`src/rtl/jtframe_ba0_arb_pkg.sv`:
```
// Shared types and constants for the SDRAM bank 0 arbiter.
package jtframe_ba0_arb_pkg;

   // Arbiter phases: idle, command outstanding, waiting for completion
   typedef enum logic [1:0] {
      IDLE = 2'd0,
      REQ  = 2'd1,
      WAIT = 2'd2
   } arb_state_t;

   // Byte write mask: a set bit keeps that byte untouched
   localparam int unsigned            MASK_W    = 2;
   localparam logic [MASK_W-1:0]      MASK_NONE = 2'b00;

endpackage

```
`src/rtl/jtframe_ba0_arb_pick.sv`:
```
// Combinational N-way picker: first active request found scanning upward
// from 'start' (wrapping), returned both one-hot and as an index.
module jtframe_ba0_arb_pick
   import jtframe_ba0_arb_pkg::*;
#(
   parameter int unsigned N  = 4,
   parameter int unsigned NW = $clog2(N)
)(
   input  logic [N-1:0]  req,
   input  logic [NW-1:0] start,
   output logic [N-1:0]  onehot,
   output logic [NW-1:0] idx
);

   localparam int unsigned SW = NW + 1;

   logic [SW-1:0] pos;
   logic          found;

   // Rotating scan; start = 0 gives fixed priority with requester 0 first
   always_comb begin
      onehot = '0;
      idx    = '0;
      found  = 1'b0;
      pos    = '0;
      for (int k = 0; k < N; k++) begin
         pos = SW'(start) + SW'(k);
         if (pos >= SW'(N)) pos = pos - SW'(N);
         if (!found && req[NW'(pos)]) begin
            found               = 1'b1;
            onehot[NW'(pos)]    = 1'b1;
            idx                 = NW'(pos);
         end
      end
   end

endmodule

```
`src/rtl/jtframe_ba0_arbiter.sv`:
```
// SDRAM bank 0 arbiter: shares the single R/W bank between N requesters,
// latching the winner's command and routing board strobes back to it.
// Define JTFRAME_BA0_ARB_RR_EN for round-robin; default is fixed priority.
module jtframe_ba0_arbiter
   import jtframe_ba0_arb_pkg::*;
#(
   parameter int unsigned N  = 4,
   parameter int unsigned AW = 23,
   parameter int unsigned DW = 16
)(
   input  logic            clk,
   input  logic            rst_n,
   input  logic [N-1:0]    req_rd,
   input  logic [N-1:0]    req_wr,
   input  logic [N*AW-1:0] req_addr,
   input  logic [N*DW-1:0] req_din,
   input  logic [N*2-1:0]  req_din_m,
   output logic [N-1:0]    req_ack,
   output logic [N-1:0]    req_dst,
   output logic [N-1:0]    req_dok,
   output logic [N-1:0]    req_rdy,
   output logic [N-1:0]    gnt,
   output logic [AW-1:0]   ba_addr,
   output logic            ba_rd,
   output logic            ba_wr,
   output logic [DW-1:0]   ba_din,
   output logic [1:0]      ba_din_m,
   input  logic            ba_ack,
   input  logic            ba_dst,
   input  logic            ba_dok,
   input  logic            ba_rdy
);

   localparam int unsigned NW = $clog2(N);

   arb_state_t          state, state_nx;
   logic [N-1:0]        gnt_nx;
   logic                rd_nx, wr_nx;
   logic [AW-1:0]       addr_nx;
   logic [DW-1:0]       din_nx;
   logic [MASK_W-1:0]   din_m_nx;

   logic [N-1:0]        req_any;
   logic                any_req;
   logic [N-1:0]        pick_onehot;
   logic [NW-1:0]       pick_idx;
   logic [NW-1:0]       pick_start;

   assign req_any = req_rd | req_wr;
   assign any_req = |req_any;

   jtframe_ba0_arb_pick #(.N(N), .NW(NW)) u_pick (
      .req    (req_any),
      .start  (pick_start),
      .onehot (pick_onehot),
      .idx    (pick_idx)
   );

`ifdef JTFRAME_BA0_ARB_RR_EN
   logic [NW-1:0] rr_ptr;

   // Search start moves just past the winner on every grant
   always_ff @(posedge clk) begin
      if (!rst_n)
         rr_ptr <= '0;
      else if (state == IDLE && any_req)
         rr_ptr <= (pick_idx == NW'(N-1)) ? '0 : pick_idx + NW'(1);
   end

   assign pick_start = rr_ptr;
`else
   assign pick_start = '0;
`endif

   // State register
   always_ff @(posedge clk) begin
      if (!rst_n) state <= IDLE;
      else        state <= state_nx;
   end

   // Next-state: one command per grant, completion returns to IDLE
   always_comb begin
      state_nx = state;
      case (state)
         IDLE:    if (any_req) state_nx = REQ;
         REQ:     if (ba_ack)  state_nx = ba_rdy ? IDLE : WAIT;
         WAIT:    if (ba_rdy)  state_nx = IDLE;
         default:              state_nx = IDLE;
      endcase
   end

   // Next values for the registered grant and board command
   always_comb begin
      gnt_nx   = gnt;
      rd_nx    = ba_rd;
      wr_nx    = ba_wr;
      addr_nx  = ba_addr;
      din_nx   = ba_din;
      din_m_nx = ba_din_m;
      case (state)
         IDLE: begin
            if (any_req) begin
               gnt_nx   = pick_onehot;
               wr_nx    = |(pick_onehot & req_wr);   // write wins over read
               rd_nx    = ~wr_nx;
               addr_nx  = req_addr [32'(pick_idx)*AW     +: AW];
               din_nx   = req_din  [32'(pick_idx)*DW     +: DW];
               din_m_nx = req_din_m[32'(pick_idx)*MASK_W +: MASK_W];
            end
         end
         REQ: begin
            if (ba_ack) begin
               rd_nx = 1'b0;
               wr_nx = 1'b0;
               if (ba_rdy) gnt_nx = '0;
            end
         end
         WAIT: begin
            if (ba_rdy) gnt_nx = '0;
         end
         default: begin
            gnt_nx = '0;
            rd_nx  = 1'b0;
            wr_nx  = 1'b0;
         end
      endcase
   end

   // Output registers
   always_ff @(posedge clk) begin
      if (!rst_n) begin
         gnt      <= '0;
         ba_rd    <= 1'b0;
         ba_wr    <= 1'b0;
         ba_addr  <= '0;
         ba_din   <= '0;
         ba_din_m <= MASK_NONE;
      end else begin
         gnt      <= gnt_nx;
         ba_rd    <= rd_nx;
         ba_wr    <= wr_nx;
         ba_addr  <= addr_nx;
         ba_din   <= din_nx;
         ba_din_m <= din_m_nx;
      end
   end

   // Board strobes reach the granted requester only; dropped when idle
   assign req_ack = gnt & {N{ba_ack}};
   assign req_dst = gnt & {N{ba_dst}};
   assign req_dok = gnt & {N{ba_dok}};
   assign req_rdy = gnt & {N{ba_rdy}};

endmodule
```
`config.mk`:
```
export PLATFORM = sky130hd
export DESIGN_NAME = jtframe_ba0_arbiter
export DESIGN_NICKNAME = d
export VERILOG_FILES = /design/src/rtl/jtframe_ba0_arb_pkg.sv /design/src/rtl/jtframe_ba0_arb_pick.sv /design/src/rtl/jtframe_ba0_arbiter.sv
export SDC_FILE = /design/constraint.sdc
export NUM_CORES = 1
export LEC_CHECK = 0
export BUFFER_PORTS_ARGS = -buffer_cell sky130_fd_sc_hd__buf_2
export CORE_MARGIN = 2
export CORE_UTILIZATION = 40
export CTS_BUF_LIST = sky130_fd_sc_hd__clkbuf_4
export CTS_CLUSTER_DIAMETER = 30
export DETAILED_ROUTE_END_ITERATION = 8
export PLACE_DENSITY_LB_ADDON = 0.12
export SLEW_MARGIN = 20
export SYNTH_ARGS = -nofsm -noshare
export SYNTH_HDL_FRONTEND = slang
export SYNTH_SLANG_ARGS = --single-unit
```
`constraint.sdc`:
```
create_clock -name clk -period 2.1 [get_ports clk]
set_input_delay 0.105 -clock clk [delete_from_list [all_inputs] [get_ports clk]]
set_output_delay 0.105 -clock clk [all_outputs]
set_load 0.05 [all_outputs]
```
==> reports/results.ini <==
[outcome]
status = finished clean

[power]
overall_power_mw = 3.398
switchingPower_mw = 1.569
power_density_mw_per_mm2 = 748.2
p_comb_share_pct = 51.3
sw_frac_of_total_pct = 46.16
internal-power_mw = 1.830
power.share.sequential_pct = 34.8
power.ir.vdd_worst_mv = 0.4755
leakage_nw = 2.278
clock_network_fraction_of_total_power_pct = 13.8

[die]
number_of_top_level_design_ports = 241
design.core.area_mm2 = 0.007687
initial_utilization_pct = 41.23
die_height_um = 93.01
die_w_um = 93.01
std_cell_rows = 32
die-area_mm2 = 0.008651

[cts]
cts-buffers-inserted = 5
worst_skew_pair.late_latency_ns = 0.36
worst_setup_hold_path_clk_slew_ns = 0.14
clock_sinks = 49
post-cts-setup-buffers = 0
tritoncts = yes
post_cts_hold_buffer_count = 0
cts_root_buf = sky130_fd_sc_hd__clkbuf_4
post_cts_resize_count = 0
cts_max_path_buffers = 2
cts_htree_levels = 2

[critical_path]
cp-start-kind = register
data_required_time_at_the_worst_endpoint_ns = 2.40
rr_startpoint = state[0]
cp.arrival_ns = 1.97
critical_path_slowest_stage_cell = sky130_fd_sc_hd__buf_4
timing.reg2reg.worst_path_depth = 6
worst_setup_path_end_kind = register
reg2reg_setup_slack_ns = 0.42
crit_type = register to register
crit_path_frequent_cell = sky130_fd_sc_hd__inv_1
timing.critical_path.slowest_cell_delay_ns = 0.46
worstPathCellList = inv_1 > ha_1 > inv_1 > buf_4 > a221oi_1 > a21oi_1
biggest_fanout_along_the_worst_timing_path = 40
reg2reg_to = ba_din[2]

[cells_and_area]
finalCoreUtilization_pct = 59.08
fin_area_mm2 = 0.004542
diodes = 0
drive_gt1_share_pct = 50.87
area_growth_syn_to_layout_pct = 43.31
number_of_nets_in_the_finished_design = 811

[routing]
drc = 0
postRouteAntennaNets = 0
avgRoutedWirePerCell_um = 15.76
route.detailed.vias_per_inst = 5.540
via_count = 4061
detail_route.wirelength_mm = 11.55
first_pass_iters = 5
drt-initial-drc-count = 181

[yosys]
synth_ff_type = sky130_fd_sc_hd__dfxtp_1
synth_nets = 590
number_of_cells_produced_by_synthesis = 409
synth_async_sr_flop_share_pct = 0
synthesis.area_mm2 = 0.003169
synth-edff-count = 0
synthesized_flop_and_latch_total = 49
yosysWarningCount = 0
post_synth.cell_area_avg_um2 = 7.749
synth.yosys.seq_area_share_pct = 30.95
netlist-cell-type-count = 36

[sta]
setup_tns_ns = 0
rsz0062_at_grt = no
minimum_clock_period_ns = 1.677
fmaxAchievable_mhz = 596.4
timing.max_slew.rel_slack_pct = 62.01
report.final.slew_viol_count = 0
tightest_slew_ns = 0.5699
skew_ns = 0.005955
final.period_utilization_pct = 79.85
hold_violations = 0
finalSetupViolations = 0

[placement]
io_buffers = 240
finalWeightedCongestion = 0.9056
dpl_cell_area_mm2 = 0.004482
detailedPlacementHpwl_mm = 8.474

[grt]
grt_antenna_before_repair = 0
grt_start_max_net_pins = 42
grt_pass1_vias = 3922
track_usage_pct = 25.97
grt_pass1_wl_mm = 18.32
grt_remaining_overflow = 0

[worst_hold_path]
worst_hold_path_type = input pin to register
hold_start = req_din_m[4]
whs_path_depth = 3
hold_end = ba_din_m[0]

[job]
max_cap_violations = 0

layout by cell type, fill, tap and decap left out, types with 2 or more instances in the layout:
| master | instances |
|---|---|
| sky130_fd_sc_hd__or2_1 | 2 |
| sky130_fd_sc_hd__and2_1 | 17 |
| sky130_fd_sc_hd__clkbuf_4 | 8 |
| sky130_fd_sc_hd__buf_2 | 240 |
| sky130_fd_sc_hd__and3_1 | 2 |
| sky130_fd_sc_hd__dfxtp_1 | 49 |
| sky130_fd_sc_hd__a21oi_1 | 43 |
| sky130_fd_sc_hd__ha_1 | 3 |
| sky130_fd_sc_hd__a221oi_2 | 11 |
| sky130_fd_sc_hd__mux2i_1 | 3 |
| sky130_fd_sc_hd__nand4_1 | 2 |
| sky130_fd_sc_hd__nand2b_1 | 3 |
| sky130_fd_sc_hd__buf_12 | 4 |
| sky130_fd_sc_hd__buf_4 | 10 |
| sky130_fd_sc_hd__inv_1 | 6 |
| sky130_fd_sc_hd__a31o_2 | 41 |
| sky130_fd_sc_hd__a221oi_1 | 29 |
| sky130_fd_sc_hd__nand2_1 | 47 |
| sky130_fd_sc_hd__o21ai_0 | 41 |
| sky130_fd_sc_hd__nor2_1 | 46 |
| sky130_fd_sc_hd__nand3_1 | 6 |
final cells by class:
cell class / count / area (µm²)
Fill cell: 752 / 3146
Multi-Input combinational cell: 314 / 1994
Timing Repair Buffer: 254 / 1356
Sequential cell: 49 / 980.9
Tap cell: 102 / 127.6
Clock buffer: 8 / 60.06
Inverter: 6 / 22.52
flip-flops by register name (all words and copies together) (netlist names):
register,count
gnt,4
ba_rd,1
state,2
ba_addr,23
ba_din_m,2
ba_wr,1
ba_din,16
cells in the mapped netlist (4+ instances only):
cell type	number	share of area, %
sky130_fd_sc_hd__a221oi_1	29	8.0
sky130_fd_sc_hd__o21ai_0	41	6.5
sky130_fd_sc_hd__nand3_1	6	0.95
sky130_fd_sc_hd__and2_1	17	3.4
sky130_fd_sc_hd__nor2_1	47	5.6
sky130_fd_sc_hd__buf_2	12	1.9
sky130_fd_sc_hd__a221oi_2	11	5.2
sky130_fd_sc_hd__nand2_1	47	5.6
sky130_fd_sc_hd__dfxtp_1	49	31
sky130_fd_sc_hd__inv_1	6	0.71
sky130_fd_sc_hd__buf_6	4	1.4
sky130_fd_sc_hd__a31o_2	41	11
sky130_fd_sc_hd__clkbuf_1	24	2.8
sky130_fd_sc_hd__a21oi_1	43	6.8
cells by family after synthesis:
| logic type | after synthesis | share of synthesized area [%] |
|---|---|---|
| flops | 49 | 30.95 |
| buf+inv | 46 | 6.869 |
| fa+ha+maj | 3 | 1.184 |
| compound gates | 175 | 40.55 |
| mux | 3 | 0.9475 |
| simple gates | 133 | 19.50 |
power by group through the flow:
stage / combinational, mW / clock (mW) / sequential, mW
floorplan: 0.671 / 0 / 1.74
global placement: 1.73 / 0 / 1.20
detailed placement: 1.75 / 0 / 1.20
CTS: 1.75 / 0.483 / 1.18
global route: 1.88 / 0.528 / 1.20
finish: 1.74 / 0.471 / 1.18
layer usage:
metal | part of all wire, % | up-vias | global-route usage, %
met5 | 0 | - | 0
met4 | 2.1 | 0 | 7.108
met3 | 7.7 | 19 | 5.077
met2 | 48 | 183 | 44.93
met1 | 42 | 1892 | 32.97
li1 | - | 1967 | -
worst max path at each step:
stage / from / slack, ns / depth (start not counted) / end
global route: state[1] / 0.25 / 6 / ba_addr[1]
finish: state[0] / 0.42 / 6 / ba_din[2]
global placement: req_rd[0] / 0.48 / 6 / ba_addr[3]
CTS: state[0] / 0.42 / 6 / ba_din[2]
detailed placement: req_rd[0] / 0.44 / 6 / ba_din[2]
floorplan: state[0] / 0.55 / 7 / ba_addr[15]
metrics by stage:
stage,std cells,hold slack [ns],worst slack [ns]
final,733,0.01167,0.4231
after global routing,733,0.006429,0.2525
after CTS,733,0.003304,0.4164
after detailed placement,725,0.3887,0.4365
after global placement,725,0.3816,0.4850
after floorplan,409,0.2750,0.5485
critical path: cells and delay by family (launching register included):
family,cells,cell delay [ns]
compound gates,2,0.27
fa+ha+maj,1,0.28
buf+inv,3,0.68
flops,1,0.37
(Power assumes the default switching activity.)
